--- config.mk ---
export PLATFORM = sky130hd
export DESIGN_NAME = jtframe_dump_trigger
export DESIGN_NICKNAME = d
export VERILOG_FILES = /design/src/rtl/jtframe_dump_pkg.sv /design/src/rtl/jtframe_edge.sv /design/src/rtl/jtframe_dump_trigger.sv
export SDC_FILE = /design/constraint.sdc
export NUM_CORES = 1
export LEC_CHECK = 0
export ABC_AREA = 1
export BUFFER_PORTS_ARGS = -buffer_cell sky130_fd_sc_hd__buf_2
export CORE_UTILIZATION = 38
export DETAILED_ROUTE_END_ITERATION = 8
export PLACE_DENSITY = 0.65
export SLEW_MARGIN = 30
export SYNTH_ARGS = -nofsm -noshare
export SYNTH_HDL_FRONTEND = slang
export SYNTH_HIERARCHICAL = 1
export SYNTH_SLANG_ARGS = --single-unit
--- constraint.sdc ---
create_clock -name clk -period 3.56 [get_ports clk]
set_input_delay 0.178 -clock clk [delete_from_list [all_inputs] [get_ports clk]]
set_output_delay 0.178 -clock clk [all_outputs]
set_load 0.03 [all_outputs]
--- src/rtl/jtframe_dump_pkg.sv ---
// Shared types and default widths for the simulation dump trigger.
package jtframe_dump_pkg;

  localparam int unsigned CNTW_DEF = 32;
  localparam int unsigned LENW_DEF = 16;

  typedef enum logic [1:0] {
    ARMED  = 2'd0,
    ACTIVE = 2'd1,
    DONE   = 2'd2
  } dump_state_e;

endpackage

--- src/rtl/jtframe_edge.sv ---
// Edge detector: registers the input once and flags a fall (FALL=1) or a rise (FALL=0)
// combinationally against the registered copy. The copy clears on reset so that
// reset release never reports an edge.
module jtframe_edge #(
  parameter bit FALL = 1'b1
) (
  input  logic clk,
  input  logic rst,
  input  logic din,
  output logic edge_c
);

  logic din_l;

  // Previous-cycle copy of the input
  always_ff @(posedge clk) begin
    if (rst) din_l <= 1'b0;
    else     din_l <= din;
  end

  if (FALL) begin : g_fall
    assign edge_c = din_l & ~din;
  end else begin : g_rise
    assign edge_c = ~din_l & din;
  end

endmodule

--- src/rtl/jtframe_dump_trigger.sv ---
// Frame counter and dump-window trigger for the simulation dump hook.
// Optional: JTFRAME_DUMP_AFTER_DL_EN holds the frame counter at 0 during a ROM
// download and only allows the window to open after a download has finished.
module jtframe_dump_trigger
  import jtframe_dump_pkg::*;
#(
  parameter int unsigned CNTW = CNTW_DEF,
  parameter int unsigned LENW = LENW_DEF
) (
  input  logic            clk,
  input  logic            rst,
  input  logic            vs,
  input  logic            downloading,
  input  logic [CNTW-1:0] start_frame,
  input  logic [LENW-1:0] frame_len,
  input  logic            rearm,
  output logic [CNTW-1:0] frame_cnt,
  output logic            frame_pulse,
  output logic            dl_done,
  output logic            dump_en,
  output logic [LENW-1:0] dump_frames
);

  dump_state_e     state, state_nxt;
  logic            fall_c, dl_fall_c, trig_ok_c, last_c;
  logic [CNTW-1:0] frame_cnt_nxt;
  logic [LENW-1:0] dump_frames_nxt, len_q, len_nxt;
  logic            dump_en_nxt;

  jtframe_edge #(.FALL(1'b1)) u_vs_edge (
    .clk    (clk),
    .rst    (rst),
    .din    (vs),
    .edge_c (fall_c)
  );

  jtframe_edge #(.FALL(1'b1)) u_dl_edge (
    .clk    (clk),
    .rst    (rst),
    .din    (downloading),
    .edge_c (dl_fall_c)
  );

`ifdef JTFRAME_DUMP_AFTER_DL_EN
  logic dl_seen;

  // Remembers that at least one download has completed since reset
  always_ff @(posedge clk) begin
    if (rst)            dl_seen <= 1'b0;
    else if (dl_fall_c) dl_seen <= 1'b1;
  end

  assign trig_ok_c = dl_seen;
`else
  assign trig_ok_c = 1'b1;
`endif

  // The frame closing a finite window is the one that brings the count up to the length
  assign last_c = (len_q != '0) && ((dump_frames + LENW'(1)) == len_q);

  // State register
  always_ff @(posedge clk) begin
    if (rst) state <= ARMED;
    else     state <= state_nxt;
  end

  // Next-state logic; rearm overrides any transition on the same frame
  always_comb begin
    state_nxt = state;
    case (state)
      ARMED:   if (fall_c && trig_ok_c && (frame_cnt == start_frame)) state_nxt = ACTIVE;
      ACTIVE:  if (fall_c && last_c) state_nxt = DONE;
      DONE:    state_nxt = DONE;
      default: state_nxt = ARMED;
    endcase
    if (rearm) state_nxt = ARMED;
`ifdef JTFRAME_DUMP_AFTER_DL_EN
    if (downloading) state_nxt = ARMED;
`endif
  end

  // Next values of the registered outputs
  always_comb begin
    frame_cnt_nxt   = frame_cnt;
    dump_frames_nxt = dump_frames;
    len_nxt         = len_q;
    dump_en_nxt     = (state_nxt == ACTIVE);
    if (fall_c) frame_cnt_nxt = frame_cnt + CNTW'(1);
    if ((state == ARMED) && (state_nxt == ACTIVE)) begin
      dump_frames_nxt = '0;
      len_nxt         = frame_len;
    end else if ((state == ACTIVE) && (state_nxt != ARMED) && fall_c && (dump_frames != '1)) begin
      dump_frames_nxt = dump_frames + LENW'(1);
    end
    if (rearm) dump_frames_nxt = '0;
`ifdef JTFRAME_DUMP_AFTER_DL_EN
    if (downloading || dl_fall_c) frame_cnt_nxt = '0;
`endif
  end

  // Output and window-length registers
  always_ff @(posedge clk) begin
    if (rst) begin
      frame_cnt   <= '0;
      frame_pulse <= 1'b0;
      dl_done     <= 1'b0;
      dump_en     <= 1'b0;
      dump_frames <= '0;
      len_q       <= '0;
    end else begin
      frame_cnt   <= frame_cnt_nxt;
      frame_pulse <= fall_c;
      dl_done     <= dl_fall_c;
      dump_en     <= dump_en_nxt;
      dump_frames <= dump_frames_nxt;
      len_q       <= len_nxt;
    end
  end

endmodule

==> impl_metrics.py, run 1 <==
metrics = {
    "synthesis": {
        "synth_compound_area_frac": 0.07490,
        "synth_top_area_cell": "dfxtp_1",
        "ys_warn_count": 6,
        "ys_types": 38,
        "synth.most_common_cell": "nand2_1",
        "synth_mux_area_frac": 0,
        "synth_xor_area_frac": 0.06346,
        "synthAdderAreaFrac": 0.005718,
        "async_reset_ff_frac": 0,
        "synth_edf_count": 0,
        "synthTopCellsByCount": "159 x nand2_1, 128 x inv_1, 97 x nor2_1, 71 x dfxtp_1, 41 x nand3_1",
        "syn_inst": 695,
        "synth_seq_cells": 71,
        "avgSynthCellArea_um2": 6.297,
        "synthSimpleGateAreaFrac": 0.4048,
        "synth.cell_area_mm2": 0.004377,
        "synth_flop_cell": "dfxtp_1",
        "synth_top_area_frac": 0.3248,
        "syn-num-nets": 750,
        "yosysSeqAreaShare": 0.3248,
        "synthTopCellsByArea": "dfxtp_1 32%, nand2_1 14%, inv_1 11%",
        "synth_top_family_by_area": "simple AND/OR/NAND/NOR gates",
    },
    "global_route": {
        "grt.total_usage": 0.1988,
        "gr-total-overflow": 0,
        "grt_max_degree": 22,
        "grt_pass1_wl_um": 18450,
        "busiest_layer": "met2",
        "antenna_found_initial": 1,
        "use_met3": 0.04979,
        "grtUsageMet1": 0.2496,
        "grt_pass1_vias": 4014,
        "gr-usage-met2": 0.3360,
    },
    "setup_path": {
        "critPathArrivalTime_ns": 2.94,
        "worst_setup_path_end_kind": "flop",
        "slowest_stage": "dfxtp_1",
        "cpPeakStageDelay_ns": 0.45,
        "crit_buf_inv": 0,
        "startpoint_type": "flop",
        "crit_required_ns": 3.82,
        "crit_chain": "ha_1 > nand2_2 > nor2_2 > nand3_1 > xor3_1 > nand2_1 > nor2_1 > nand3_1 > nand2_2 > nand2_4 > nand3_4 > nand3_4 > nor2_1",
        "path_delay_family": "simple AND/OR/NAND/NOR gates",
        "path_class": "flop to flop",
        "cp_max_fo": 18,
    },
    "cells_and_area": {
        "layout-drive-gt1-share": 0.1888,
        "syn_to_final_growth_pct": 21.98,
        "nets": 855,
        "n_fill_cell": 1174,
        "antenna_cells": 0,
    },
    "drt": {
        "drtIter0Drc": 215,
        "drcViolationCount": 0,
        "via_per_inst": 4.596,
        "finalWirelength_um": 11000,
        "postRouteAntennaNets": 0,
        "drt_pass1_iterations": 4,
        "wire_per_inst_um": 11.64,
        "dr_total_vias": 4343,
    },
    "power": {
        "power_density_mw_per_mm2": 343.0,
        "p_leak_uw": 0.002403,
        "irDropWorstVdd_mv": 0.2343,
    },
    "die": {
        "die-height_um": 109.3,
        "die_area_mm2": 0.01195,
        "start_util": 0.3968,
        "fp.dieW_um": 109.3,
        "ios": 104,
        "core_mm2": 0.01103,
        "rows": 38,
    },
    "timing": {
        "fin_crit_ns": 2.683,
        "relSlewSlack": 0.4587,
        "skew_ns": 0.007014,
        "layout_setup_ws_ns": 0.8768,
        "rsz0062_at_grt": "false",
        "maxSlewViolCount": 0,
        "finalSetupViolCount": 0,
        "period_share": 0.7537,
        "finalHoldViolations": 0,
        "worst_pin_slew_ns": 0.8119,
        "fmax_ghz": 0.3727,
        "setup_tns_ns": 0,
    },
    "clocking": {
        "cts_setup_buffers": 0,
        "cts.sinks": 71,
        "clk_latency_ns": 0.33,
        "cts-root-buf": "clkbuf_16",
        "post_cts_resized": 0,
        "clk_pin_slew_ns": 0.06,
        "cts_buffers": 9,
        "tritoncts": "done",
        "h-tree-depth": 3,
        "holdBufCountCts": 0,
        "cts_buffer_depth": 2,
    },
    "placement": {
        "portBuffers": 103,
        "place_ws_ns": 0.8762,
        "place.gp.congestion": 0.8406,
        "place_hpwl_um": 8535,
    },
    "flow_run": {
        "cap_viol_max_count": 0,
    },
    "worst_hold_path": {
        "hold_path_class": "input pin to flop",
    },
    "outcome": {
        "status": "finished, final reports clean",
    },
}
logic make-up (layout without fill, tap and decap cells):
group,count (synthesis),in the layout
AO/OA/AOI/OAI,61,61
XOR/XNOR,30,30
adder cells (fa/ha/maj),2,2
buffers and inverters,143,253
flip-flops,71,71
AND/OR/NAND/NOR,388,388
through the flow:
| stage | hold WS (ns) | util | power, µW | cell area, µm² | std cells |
|---|---|---|---|---|---|
| 2_1_floorplan | 0.2449 | - | 871.1 | 4377 | 695 |
| 3_3_place_gp | 0.4006 | 0.4559 | 917.5 | 5029 | 929 |
| 3_5_place_dp | 0.4035 | 0.4559 | 918.0 | 5029 | 929 |
| 4_1_cts | 0.05302 | 0.4840 | 1854 | 5339 | 945 |
| 5_1_grt | 0.06722 | 0.4840 | 1896 | 5339 | 945 |
| 6_report | 0.06623 | 0.4840 | 1831 | 5339 | 945 |
per-layer routing:
metal / wire, µm / up-vias / part of all wire
li1: - / 2392 / -
met1: 5374 / 1848 / 0.49
met2: 4987 / 92 / 0.45
met3: 509 / 9 / 0.046
met4: 119 / 2 / 0.011
met5: 10 / - / 0.00091
power breakdown:
part           switching (µW)  total [µW]  internal [µW]
Clock                     334         931            598
Combinational            56.3        99.8           43.5
Sequential               2.01         800            798
placed cells by master (no fill, tap or decap), drive strengths merged:
cell and n:
a21o 1, a21oi 24, a221oi 1, a31oi 2, and3 1, buf 106, bufinv 1, clkbuf 13
clkinv 4, dfxtp 71, ha 2, inv 129, nand2 163, nand3 43, nand3b 1, nand4 35
nor2 116, nor3 17, nor3b 6, nor4 4, o211a 1, o21a 2, o21ai 30, or2 2
xnor2 12, xor2 17, xor3 1
state kept, by name (all words and copies together) (netlist names):
register,count
frame_cnt,32
dump_frames,16
len_q,16
state,2
dl_done,1
dump_en,1
frame_pulse,1
u_dl_edge/din_l,1
u_vs_edge/din_l,1
area by class of cell:
class | instances | area (µm²) | share of cell area
Timing Repair Buffer | 106 | 538.0 | 0.1008
Multi-Input combinational cell | 481 | 2402 | 0.4500
Inverter | 131 | 491.7 | 0.09210
Tap cell | 140 | 175.2 | 0.03281
Sequential cell | 71 | 1421 | 0.2662
Clock inverter | 3 | 40.04 | 0.007499
Clock buffer | 13 | 270.3 | 0.05062
worst reg2reg max path, delay by kind of cell, from the launching register on:
family        cells  cell delay, ns
xor+xnor          1            0.22
fa+ha+maj         1            0.28
flops             1            0.45
simple gates     11            1.67
worst paths after layout:
| kind | from | to | slack [ns] | cells past startpoint |
|---|---|---|---|---|
| worst min register to register | u_dl_edge/din_l$_SDFF_PP0_ | dl_done$_SDFF_PP0_ | 0.48 | 4 |
| worst max register to register | dump_frames[0]$_SDFFE_PP0P_ | dump_frames[12]$_SDFFE_PP0P_ | 0.88 | 13 |
| worst max-delay path | dump_frames[0]$_SDFFE_PP0P_ | dump_frames[12]$_SDFFE_PP0P_ | 0.88 | 13 |
| worst min-delay path | downloading | u_dl_edge/din_l$_SDFF_PP0_ | 0.07 | 3 |
(Power assumes the default switching activity.)
==> inputs of run 2 (changes only) <==
Settings changed: PLACE_DENSITY 0.65 to 0.67.
Clock period 3.56 ns to 2.39 ns, I/O delays scaled along.
==> impl_metrics.py, run 2 (synthesized netlist as in run 1, its figures left out) <==
metrics = {
    "placement": {
        "place.gp.congestion": 0.8754,
        "dp.cells": 946,
        "portBuffers": 103,
        "place_ws_ns": 0.1072,
        "place_hpwl_um": 8761,
    },
    "die": {
        "rows": 38,
        "die_area_mm2": 0.01195,
        "start_util": 0.3968,
        "fp.dieW_um": 109.3,
        "die-height_um": 109.3,
        "ios": 104,
        "core_mm2": 0.01103,
    },
    "drt": {
        "finalWirelength_um": 11310,
        "wire_per_inst_um": 11.73,
        "drtIter0Drc": 192,
        "dr_total_vias": 4531,
        "postRouteAntennaNets": 0,
        "via_per_inst": 4.700,
        "drt_pass1_iterations": 4,
        "drcViolationCount": 0,
    },
    "timing": {
        "finalHoldViolations": 0,
        "setup_tns_ns": 0,
        "finalSetupViolCount": 0,
        "period_share": 0.9063,
        "relSlewSlack": 0.6484,
        "skew_ns": 0.01336,
        "maxSlewViolCount": 0,
        "worst_pin_slew_ns": 0.5275,
        "rsz0062_at_grt": "false",
        "fin_crit_ns": 2.166,
        "fmax_ghz": 0.4617,
        "whs_ns": 0.01982,
        "layout_setup_ws_ns": 0.2240,
    },
    "power": {
        "irDropWorstVdd_mv": 0.3974,
        "switching_share": 0.2261,
        "combPwrFrac": 0.056,
        "seqPwrFrac": 0.421,
        "p_sw_uw": 639.2,
        "p_clk_frac": 0.523,
        "power_density_mw_per_mm2": 507.3,
        "p_leak_uw": 0.002529,
        "internal_power_uw": 2187,
    },
    "cells_and_area": {
        "fin_cells": 964,
        "largest_register_ffs": 32,
        "top_register": "frame_cnt",
        "antenna_cells": 0,
        "syn_to_final_growth_pct": 27.30,
        "reg.largest.list": "frame_cnt: 32 flops, dump_frames: 16 flops, len_q: 16 flops",
        "nets": 874,
        "final_common_cell": "nand2_1",
        "layout-drive-gt1-share": 0.2233,
        "final_cell_mix": "159 x nand2_1, 128 x inv_1, 103 x buf_2, 92 x nor2_1, 67 x dfxtp_1",
    },
    "global_route": {
        "antenna_found_initial": 0,
        "grt_pass1_vias": 4088,
        "gr-usage-met2": 0.3333,
        "use_met3": 0.04090,
        "grt_max_degree": 26,
        "busiest_layer": "met2",
        "grt_pass1_wl_um": 18560,
        "grt.total_usage": 0.1978,
        "gr-total-overflow": 0,
        "grtUsageMet1": 0.2483,
    },
    "worst_hold_path": {
        "min_delay_path_depth": 3,
        "hold_path_class": "input pin to flop",
    },
    "setup_path": {
        "cpPeakStageDelay_ns": 0.33,
        "critPathArrivalTime_ns": 2.38,
        "startpoint_type": "flop",
        "path_class": "flop to flop",
        "ff2ff_path_depth": 17,
        "crit_top_cell": "nand2_1",
        "worst_setup_path_end_kind": "flop",
        "slowest_stage": "dfxtp_1",
        "crit_required_ns": 2.61,
        "cp_max_fo": 15,
        "crit_chain": "buf_4 > nand2_1 > nor2_4 > nand2_2 > o21ai_1 > nand2_1 > nand2_1 > nand3_1 > nor2_1 > nand3_1 > nand2_2 > nand2_4 > nand3_4 > buf_6 > nand2_1 > inv_1 > nor2_1",
    },
    "clocking": {
        "holdBufCountCts": 0,
        "cts_buffers": 9,
        "cts_buffer_depth": 2,
        "clk_pin_slew_ns": 0.06,
        "h-tree-depth": 3,
        "cts.sinks": 71,
        "tritoncts": "done",
        "clk_latency_ns": 0.33,
        "cts-root-buf": "clkbuf_16",
    },
    "outcome": {
        "status": "finished, final reports clean",
    },
    "flow_run": {
        "cap_viol_max_count": 0,
    },
}
[run 2: routing by layer]
metal  up-vias  routed length (µm)
met5         -                   0
met4         0                 250
met3        19                 454
met2       117                5267
met1      1965                5339
li1       2430                   -
[run 2: power groups by stage]
stage / sequential [µW] / combinational (µW) / clock, µW
after CTS: 1190 / 156 / 1500
after detailed placement: 1220 / 155 / 0
after global routing: 1190 / 176 / 1570
after global placement: 1220 / 155 / 0
final: 1190 / 159 / 1480
after floorplan: 1220 / 75.6 / 0
[run 2: final timing paths]
kind	startpoint	end	slack, ns
max	dump_frames[0]$_SDFFE_PP0P_	len_q[14]$_SDFFE_PP0P_	0.22
min	downloading	u_dl_edge/din_l$_SDFF_PP0_	0.02
max reg2reg	dump_frames[0]$_SDFFE_PP0P_	len_q[14]$_SDFFE_PP0P_	0.22
min reg2reg	u_dl_edge/din_l$_SDFF_PP0_	dl_done$_SDFF_PP0_	0.48
[run 2: area by class of cell]
type / count / area [µm²]
Clock buffer: 9 / 225.2
Inverter: 131 / 491.7
Clock inverter: 7 / 103.9
Timing Repair Buffer: 125 / 696.9
Sequential cell: 71 / 1426
Multi-Input combinational cell: 481 / 2452
Tap cell: 140 / 175.2
Fill cell: 1137 / 5459
[run 2: what timing repair did]
| action | CTS | global route |
|---|---|---|
| buffers inserted | 0 | 2 |
| gates resized for setup | 0 | 18 |
| hold endpoints to repair | 0 | 0 |
| setup endpoints to repair | 0 | 39 |
[run 2: through the flow]
step | area (µm²) | utilization | power (µW)
floorplan | 4377 | - | 1298
global placement | 5156 | 0.4674 | 1372
detailed placement | 5156 | 0.4674 | 1372
CTS | 5485 | 0.4973 | 2845
global route | 5572 | 0.5051 | 2934
finish | 5572 | 0.5051 | 2827
[run 2: critical path: cells and delay by family (launching register included)]
kind | cells | cell delay [ns]
and+or+nand+nor | 13 | 1.17
DFF | 1 | 0.33
buffers and inverters | 3 | 0.37
AOI/OAI and AO/OA | 1 | 0.19
==> inputs of run 3 (changes only) <==
--- a/config.mk
+++ b/config.mk
@@ -8,7 +8,8 @@
 export ABC_AREA = 1
 export BUFFER_PORTS_ARGS = -buffer_cell sky130_fd_sc_hd__buf_2
-export CORE_UTILIZATION = 38
+export CORE_UTILIZATION = 49
 export DETAILED_ROUTE_END_ITERATION = 8
-export PLACE_DENSITY = 0.67
+export GPL_TIMING_DRIVEN = 0
+export PLACE_DENSITY = 0.82
 export SLEW_MARGIN = 30
 export SYNTH_ARGS = -nofsm -noshare
==> constraint.sdc (replaced) <==
create_clock -name clk -period 2.39 [get_ports clk]
set_input_delay 0.239 -clock clk [delete_from_list [all_inputs] [get_ports clk]]
set_output_delay 0.239 -clock clk [all_outputs]
set_load 0.03 [all_outputs]
==> impl_metrics.py, run 3 (synthesized netlist as in run 1, its figures left out) <==
metrics = {
    "die": {
        "rows": 34,
        "fp.dieW_um": 96.51,
        "ios": 104,
        "core_mm2": 0.008678,
        "start_util": 0.5043,
        "die_area_mm2": 0.009314,
        "die-height_um": 96.51,
    },
    "drt": {
        "wire_per_inst_um": 11.90,
        "dr_total_vias": 4606,
        "finalWirelength_um": 11100,
        "drtIter0Drc": 273,
        "drt_pass1_iterations": 6,
        "postRouteAntennaNets": 0,
        "via_per_inst": 4.937,
        "drcViolationCount": 0,
    },
    "timing": {
        "maxSlewViolCount": 0,
        "relSlewSlack": 0.6022,
        "worst_pin_slew_ns": 0.5967,
        "whs_ns": 0.08223,
        "finalHoldViolations": 0,
        "skew_ns": 0.01538,
        "setup_tns_ns": 0,
        "finalSetupViolCount": 0,
        "period_share": 0.9472,
        "fmax_ghz": 0.4417,
        "rsz0062_at_grt": "true",
        "fin_crit_ns": 2.264,
    },
    "global_route": {
        "antenna_found_initial": 0,
        "gr-total-overflow": 0,
        "grt_pass1_vias": 4019,
        "grt_pass1_wl_um": 17840,
        "grt.total_usage": 0.2462,
        "grt_max_degree": 14,
    },
    "setup_path": {
        "crit_required_ns": 2.68,
        "critPathArrivalTime_ns": 2.56,
        "startpoint_type": "flop",
        "worst_setup_path_end_kind": "flop",
        "cp_max_fo": 10,
        "path_class": "flop to flop",
    },
    "clocking": {
        "holdBufCountCts": 0,
        "cts_buffer_depth": 2,
        "clk_latency_ns": 0.36,
        "clk_pin_slew_ns": 0.08,
        "cts_buffers": 9,
        "tritoncts": "done",
        "cts.sinks": 71,
        "h-tree-depth": 3,
        "cts-root-buf": "clkbuf_8",
    },
    "power": {
        "p_leak_uw": 0.002453,
        "p_total_uw": 2243,
        "power_density_mw_per_mm2": 414.2,
        "irDropWorstVdd_mv": 0.2170,
    },
    "cells_and_area": {
        "syn_to_final_growth_pct": 23.73,
        "final_common_cell": "nand2_1",
        "layout-drive-gt1-share": 0.2327,
        "n_fill_cell": 876,
        "reg.largest.list": "frame_cnt: 32 flops, dump_frames: 16 flops, len_q: 16 flops",
        "largest_register_ffs": 32,
        "antenna_cells": 0,
        "final_cell_mix": "155 x nand2_1, 128 x inv_1, 104 x buf_2, 91 x nor2_1, 57 x dfxtp_1",
        "multiInputGateArea_mm2": 0.002502,
        "seqCellArea_mm2": 0.001444,
        "top_register": "frame_cnt",
        "fin_cells": 933,
        "fin_util": 0.6240,
        "nets": 875,
    },
    "placement": {
        "portBuffers": 103,
        "dp.cells": 906,
        "place.gp.congestion": 0.9555,
        "place_hpwl_um": 8365,
    },
    "outcome": {
        "status": "finished, final reports clean",
    },
    "worst_hold_path": {
        "hold_path_class": "input pin to flop",
    },
    "flow_run": {
        "cap_viol_max_count": 0,
    },
}
[run 3: cell types whose count changed in the layout (fill, tap and decap cells not counted), sizes merged]
cell	delta
bufinv	-2
inv	-2
clkinv	+3
buf	-7
clkbuf	+9
[run 3: metal layers]
layer	share of wire	global-route usage
met5	0	0
met2	0.49	0.4331
met3	0.050	0.03834
met1	0.45	0.3047
met4	0.015	0.08211
[run 3: metrics by stage]
step / setup WS (ns) / instance area, µm²
2_1_floorplan: 0.03733 / 4377
3_3_place_gp: -0.1871 / 5027
3_5_place_dp: -0.2125 / 5027
4_1_cts: 0.009708 / 5255
5_1_grt: -0.08163 / 5415
6_report: 0.1262 / 5415
[run 3: path summary, 6_finish.rpt]
| check | startpoint | end | slack [ns] | depth (start not counted) |
|---|---|---|---|---|
| setup / recovery | dump_frames[1]$_SDFFE_PP0P_ | dump_frames[9]$_SDFFE_PP0P_ | 0.13 | 14 |
| hold / removal | rst | u_dl_edge/din_l$_SDFF_PP0_ | 0.08 | 2 |
| setup reg to reg | dump_frames[1]$_SDFFE_PP0P_ | dump_frames[9]$_SDFFE_PP0P_ | 0.13 | 14 |
| hold reg to reg | u_dl_edge/din_l$_SDFF_PP0_ | dl_done$_SDFF_PP0_ | 0.49 | 4 |
[run 3: power by group]
| part | leakage, µW | total [µW] | internal (µW) | switching (µW) |
|---|---|---|---|---|
| clock | 0.0000966 | 901 | 410 | 491 |
| combinational | 0.00178 | 155 | 68.5 | 86.1 |
| sequential | 0.000580 | 1190 | 1180 | 3.06 |
[run 3: cell type report]
class | instances | area share
clock buffers | 10 | 0.02542
flip-flops and latches | 71 | 0.2666
well taps | 108 | 0.02495
multi-input cells | 481 | 0.4621
clock inverters | 6 | 0.008318
repair buffers | 114 | 0.1104
inverters | 131 | 0.09080
plain buffers | 12 | 0.01132
[run 3: repair_timing]
action,in CTS,in global routing
gates resized for setup,10,29
setup endpoints to repair,33,42
pin swaps,2,13
buffers inserted,2,9
[run 3: worst max-delay path, stage by stage (launching register included)]
cell	delay, ns
dfxtp_4	0.39
ha_4	0.17
nand2_2	0.09
nor2_4	0.17
nand3_1	0.15
xor3_1	0.23
nand2_1	0.05
nor2_1	0.12
nand3_1	0.12
nand2_2	0.12
nand2_4	0.08
nand3_4	0.11
nand3_4	0.13
buf_6	0.18
nor2_2	0.08
